**config.mk**
```make
export PLATFORM = sky130hd
export DESIGN_NAME = if_id_fetch_stage
export DESIGN_NICKNAME = d
export VERILOG_FILES = /design/src/rtl/if_id_fetch_stage_pkg.sv /design/src/rtl/if_id_fetch_stage_pc_register.sv /design/src/rtl/if_id_fetch_stage.sv
export SDC_FILE = /design/constraint.sdc
export NUM_CORES = 1
export LEC_CHECK = 0
export ABC_AREA = 1
export BUFFER_PORTS_ARGS = -buffer_cell sky130_fd_sc_hd__clkbuf_2
export CORE_MARGIN = 2
export CORE_UTILIZATION = 60
export DETAILED_ROUTE_END_ITERATION = 6
export PLACE_DENSITY = 0.86
export SLEW_MARGIN = 0
export SYNTH_ARGS = -nofsm -noshare
export SYNTH_HDL_FRONTEND = slang
export SYNTH_SLANG_ARGS = --single-unit
```
**constraint.sdc**
```tcl
create_clock -name clock -period 4.95 [get_ports clock]
set_clock_uncertainty 0.15 [all_clocks]
set_input_delay 1.2375 -clock clock [delete_from_list [all_inputs] [get_ports clock]]
set_output_delay 1.2375 -clock clock [all_outputs]
set_load 0.02 [all_outputs]
```
**src/rtl/if_id_fetch_stage_pkg.sv**
```systemverilog
// ---------------------------------------------------------------------------
// if_id_fetch_stage_pkg
// Shared definitions for the instruction fetch stage and its IF/ID register:
//   fetchState_t  - fetch FSM state encoding (FETCH, HOLD, DRAIN)
//   RESET_PC      - program counter value after reset
//   PC_INCREMENT  - byte distance between consecutive instructions
//   NOP_WORD      - instruction word used for pipeline bubbles
//   wordAlign()   - clears the byte-offset bits of an address
// ---------------------------------------------------------------------------
package if_id_fetch_stage_pkg;

  typedef enum logic [1:0] {
    FETCH = 2'd0,
    HOLD  = 2'd1,
    DRAIN = 2'd2
  } fetchState_t;

  localparam logic [31:0] RESET_PC     = 32'h0000_0000;
  localparam logic [31:0] PC_INCREMENT = 32'd4;
  localparam logic [31:0] NOP_WORD     = 32'h0000_0000;

  // Instructions are word aligned, so the two low address bits never matter.
  function automatic logic [31:0] wordAlign(input logic [31:0] address);
    return {address[31:2], 2'b00};
  endfunction

endpackage

```
**src/rtl/if_id_fetch_stage_pc_register.sv**
```systemverilog
// ---------------------------------------------------------------------------
// pc_register
// Program counter for the fetch stage. Holds, increments by one instruction,
// or redirects to a word-aligned branch target. Updates on the falling edge.
// Ports:
//   clock          in   pipeline clock (falling-edge active)
//   reset          in   synchronous active-high reset, PC <= RESET_PC
//   advance        in   step PC to the next sequential instruction
//   redirect       in   load PC from redirectTarget (wins over advance)
//   redirectTarget in   branch target, low two bits ignored
//   pc             out  current fetch PC
//   pcPlus4        out  pc + PC_INCREMENT, 32-bit modulo
// ---------------------------------------------------------------------------
module pc_register
  import if_id_fetch_stage_pkg::*;
(
  input  logic        clock,
  input  logic        reset,
  input  logic        advance,
  input  logic        redirect,
  input  logic [31:0] redirectTarget,
  output logic [31:0] pc,
  output logic [31:0] pcPlus4
);

  // Redirect beats advance so a taken branch always wins over the
  // sequential path; the addition simply wraps at the top of memory.
  always_ff @(negedge clock) begin
    if (reset) begin
      pc <= RESET_PC;
    end else if (redirect) begin
      pc <= wordAlign(redirectTarget);
    end else if (advance) begin
      pc <= pc + PC_INCREMENT;
    end
  end

  assign pcPlus4 = pc + PC_INCREMENT;

endmodule

```
**src/rtl/if_id_fetch_stage.sv**
```systemverilog
// ---------------------------------------------------------------------------
// if_id_fetch_stage
// Instruction fetch stage with its IF/ID pipeline register. Issues word
// fetches to instruction memory, tolerates memory wait states and decode
// stalls with a one-entry buffer, and handles branch redirects including
// draining a fetch that is still outstanding when the branch arrives.
// All state updates happen on the falling edge of clock.
// Ports:
//   clock          in   pipeline clock (falling-edge active)
//   reset          in   synchronous active-high reset
//   hit            in   pipeline advance enable, 0 = stall
//   branchTaken    in   redirect request from branch resolution
//   branchTarget   in   redirect PC, low two bits ignored
//   imemRequest    out  instruction memory read request
//   imemAddress    out  word-aligned fetch address
//   imemReady      in   memory completion, imemData valid this cycle
//   imemData       in   fetched instruction word
//   instructionOut out  IF/ID instruction
//   nextPCOut      out  fetch address + 4 of instructionOut
//   validOut       out  instructionOut is a real instruction
// ---------------------------------------------------------------------------
module if_id_fetch_stage
  import if_id_fetch_stage_pkg::*;
(
  input  logic        clock,
  input  logic        reset,
  input  logic        hit,
  input  logic        branchTaken,
  input  logic [31:0] branchTarget,
  output logic        imemRequest,
  output logic [31:0] imemAddress,
  input  logic        imemReady,
  input  logic [31:0] imemData,
  output logic [31:0] instructionOut,
  output logic [31:0] nextPCOut,
  output logic        validOut
);

  fetchState_t state;
  logic [31:0] pc;
  logic [31:0] pcPlus4;
  logic [31:0] drainAddress;
  logic [31:0] bufferWord;
  logic        bufferValid;
  logic        transferDone;
  logic        pcAdvance;
  logic        pcRedirect;

  pc_register pcReg (
    .clock          (clock),
    .reset          (reset),
    .advance        (pcAdvance),
    .redirect       (pcRedirect),
    .redirectTarget (branchTarget),
    .pc             (pc),
    .pcPlus4        (pcPlus4)
  );

  // Memory is idle only while a word sits in the stall buffer. During DRAIN
  // the PC already points at the branch target, so the abandoned request
  // keeps presenting its original address until memory finishes it.
  assign imemRequest  = (state != HOLD);
  assign imemAddress  = (state == DRAIN) ? drainAddress : pc;
  assign transferDone = imemRequest & imemReady;

  // The PC moves on only when an instruction actually enters IF/ID: either
  // straight from memory or out of the stall buffer.
  always_comb begin
    pcRedirect = branchTaken;
    pcAdvance  = 1'b0;
    if (!branchTaken && hit) begin
      case (state)
        FETCH:   pcAdvance = imemReady;
        HOLD:    pcAdvance = bufferValid;
        default: pcAdvance = 1'b0;
      endcase
    end
  end

  // Fetch FSM, stall buffer and IF/ID register. A bubble clears the
  // instruction and valid flag but leaves nextPCOut as it was, since decode
  // ignores it when validOut is low.
  always_ff @(negedge clock) begin
    if (reset) begin
      state          <= FETCH;
      bufferValid    <= 1'b0;
      bufferWord     <= NOP_WORD;
      drainAddress   <= RESET_PC;
      instructionOut <= NOP_WORD;
      nextPCOut      <= RESET_PC;
      validOut       <= 1'b0;
    end else if (branchTaken) begin
      instructionOut <= NOP_WORD;
      validOut       <= 1'b0;
      bufferValid    <= 1'b0;
      case (state)
        FETCH: begin
          if (!transferDone) begin
            state        <= DRAIN;
            drainAddress <= pc;
          end
        end
        HOLD:    state <= FETCH;
        DRAIN:   if (transferDone) state <= FETCH;
        default: state <= FETCH;
      endcase
    end else begin
      case (state)
        FETCH: begin
          if (transferDone) begin
            if (hit) begin
              instructionOut <= imemData;
              nextPCOut      <= pcPlus4;
              validOut       <= 1'b1;
            end else begin
              bufferWord  <= imemData;
              bufferValid <= 1'b1;
              state       <= HOLD;
            end
          end else if (hit) begin
            instructionOut <= NOP_WORD;
            validOut       <= 1'b0;
          end
        end
        HOLD: begin
          if (hit) begin
            instructionOut <= bufferWord;
            nextPCOut      <= pcPlus4;
            validOut       <= bufferValid;
            bufferValid    <= 1'b0;
            state          <= FETCH;
          end
        end
        DRAIN: begin
          if (transferDone) begin
            state <= FETCH;
          end
          if (hit) begin
            instructionOut <= NOP_WORD;
            validOut       <= 1'b0;
          end
        end
        default: state <= FETCH;
      endcase
    end
  end

endmodule

```
==> impl_metrics.ini <==
[setup_path]
rrSetupSlack_ns = 2.34
cp-end-kind = output pin
startpoint_type = register
slowest_delay_ns = 0.32
crit_path_cell_trace = inv_2, ha_4, buf_4, nand2_1, o21ai_4, clkbuf_8
crit_fanout = 6
path_buf_inv = 3
critical_path.top_delay_family = buffers and inverters
crit_type = register to output pin
cp.required_ns = 3.56
arrival_ns = 4.16
cp_slowest_cell = dfxtp_2

[die]
core_sq_um = 13770
die_area_sq_um = 14990
chipHeight_um = 122.4
io-pin-count = 167
num_rows = 43
start_util_pct = 61.08
die_x_um = 122.4

[finish]
area_delta_synth_final_pct = 37.61
fin_nets = 1681
nFillCells = 809
insertedDiodeCount = 0
drive_gt1_share_pct = 22.68
design_area_sq_um = 11580

[sta]
tns_ns = -15.59
finalSetupViolCount = 31
worst_pin_slew_ns = 0.7254
final_hold_viol_count = 0
finalWorstSetupSlack_ns = -0.6009
grt_setup_unrepaired = yes
relSlewSlack_pct = 51.59
slew_violations = 0

[yosys]
syn_avg_cell_area_sq_um = 6.583
syn_area_sq_um = 8413
ys_types = 34
synth-edff-count = 0
ys.flop_type = dfxtp_1
async_flop_share_pct = 0
yosysTopAreaCellShare_pct = 37.60
synth_warnings = 0
yosysSeqAreaShare_pct = 37.60
synthTopCellsByArea = dfxtp_1 38%, nand2_1 13%, o21ai_0 10%
netlist.top_cell.by_area = dfxtp_1
syn_inst = 1278
ys_seq_elements = 158

[power]
pwr-share-clk_pct = 44.0
switching_share_pct = 38.07
comb_power_share_pct = 22.6
internal_power_mw = 2.721
vdd_drop_max_v = 0.0002828
p_seq_share_pct = 33.4
pwr_density_cell_nw_per_um2 = 379.5
leakage_nw = 5.693
switching_power_mw = 1.673

[drt]
wl_per_cell_um = 16.29
first_pass_iters = 6
viasPerCell = 5.736
via_count = 10313
routed_wl_um = 29290
drc = 0
drt_iter0_drc = 1227
drtAntennaViolNets = 0

[grt]
grt_pass1_wl_um = 45070
first_global_vias = 9987
antenna_found_initial = 0
gr-total-overflow = 0
grt_usage_pct = 37.89
grt_max_degree = 55

[placement]
hpwlAfterDp_um = 16880
io_buffer_count = 160
routabilityCongestion = 0.9757
placed_area_sq_um = 10050
pre_cts_ws_ns = -0.1194

[clock_network]
cts_sinks = 158
clkLatencyLatePin_ns = 0.50
htreeDepth = 4
clk_pin_slew_worst_paths_ns = 0.04
root_buffer = clkbuf_16
cts_hold_buf = 0
cts-buffers-inserted = 17
clk_path_buf_depth = 2
cts_tree = done

[job]
maxCapViolCount = 0

[status]
outcome = complete, but fails checks
violations = setup timing

[worst_hold_path]
hold_path_class = register to register
-- registers in the layout (all words and copies together), names as in the netlist --
| signal | flops |
|---|---|
| validOut | 1 |
| bufferValid | 1 |
| bufferWord | 32 |
| drainAddress | 30 |
| nextPCOut | 30 |
| instructionOut | 32 |
| pcReg.pc | 30 |
| state | 2 |
-- cell usage in the layout, fill, tap and decap left out, types with 3 or more instances in the layout --
| cell | synthesis | routed |
|---|---|---|
| xor2_1 | 13 | 13 |
| o211ai_1 | 26 | 26 |
| inv_1 | 134 | 290 |
| clkbuf_2 | 1 | 131 |
| clkinv_4 | 0 | 3 |
| conb_1 | 1 | 4 |
| buf_6 | 7 | 5 |
| dfxtp_1 | 158 | 156 |
| nand2_1 | 283 | 255 |
| clkbuf_16 | 0 | 17 |
| o21ai_4 | 0 | 17 |
| bufinv_16 | 0 | 3 |
| inv_4 | 1 | 6 |
| nand3_1 | 33 | 33 |
| clkbuf_8 | 0 | 11 |
| nor2_2 | 3 | 3 |
| o21ai_0 | 168 | 138 |
| inv_2 | 10 | 10 |
| o21ai_1 | 23 | 23 |
| buf_8 | 0 | 13 |
| o21ai_2 | 2 | 15 |
| clkinvlp_2 | 0 | 3 |
| nor2_1 | 174 | 174 |
| nand2_2 | 5 | 30 |
| a21oi_1 | 120 | 120 |
| a32oi_1 | 7 | 7 |
| buf_4 | 11 | 49 |
| ha_1 | 7 | 5 |
| nand2_4 | 5 | 8 |
| nor2_4 | 11 | 11 |
| and2_1 | 3 | 3 |
| buf_12 | 0 | 19 |
-- cell usage after synthesis, drive strengths merged (2+ instances only) --
cell / count
o221ai: 2
o21ai: 193
a32oi: 7
xor2: 15
buf: 46
ha: 7
dfxtp: 158
nand2: 293
clkbuf: 35
nor2: 188
o211ai: 26
a21oi: 122
nand3: 33
nor3: 2
and2: 3
inv: 145
-- power groups by stage --
stage	registers, mW	clock network [mW]	logic [mW]
finish	1.47	1.93	0.992
global route	1.47	2.09	1.06
CTS	1.46	1.92	0.939
detailed placement	1.47	0.194	0.882
global placement	1.47	0.194	0.861
floorplan	1.51	0.194	0.548
-- layout make-up --
type                            instances  area (sq um)  share of cell area, %
Multi-Input combinational cell        896          4634                  40.03
Sequential cell                       158          3168                  27.36
Timing Repair Buffer                  229          1812                  15.65
Clock inverter                        173         759.5                  6.560
Inverter                              145         553.0                  4.777
Clock buffer                           17         425.4                  3.674
Tap cell                              180         225.2                  1.945
-- routing by layer --
metal	wire, um	track usage, %	part of all wire (%)	up-vias
met5	0	0	0	-
met4	1420	22.84	4.8	0
met3	3128	13.57	11	164
met2	13910	62.64	48	741
met1	10830	41.68	37	4670
li1	-	-	-	4738
-- worst paths after layout --
path	startpoint	endpoint	cells past startpoint
worst min register to register	pcReg.pc[2]	nextPCOut[2]	1
worst max register to register	state[1]	validOut	9
worst min-delay path	pcReg.pc[2]	nextPCOut[2]	1
worst max-delay path	state[0]	imemAddress[29]	6
-- cells by family after synthesis --
family	share of synthesized area (%)
buf+inv	11.69
other cells	0.04457
simple gates	25.62
xor+xnor	1.740
compound gates	22.26
fa+ha+maj	1.041
flops	37.60
-- per-stage QoR --
step / power (mW) / util (%) / instances / hold WS [ns]
after floorplan: 2.252 / - / 1281 / 0.2735
after global placement: 2.523 / 72.98 / 1607 / 0.2830
after detailed placement: 2.549 / 72.98 / 1607 / 0.2887
after CTS: 4.323 / 83.46 / 1797 / 0.2938
after global routing: 4.628 / 84.06 / 1798 / 0.3371
final: 4.393 / 84.06 / 1798 / 0.3142
-- what timing repair did --
| action | 4_1_cts | 5_1_grt |
|---|---|---|
| setup endpoints to repair | 31 | 32 |
| resized for setup | 61 | 37 |
| setup buffers | 2 | 1 |
| pin swaps | 4 | 1 |
Note: power is estimated with default switching activity, not from simulation.
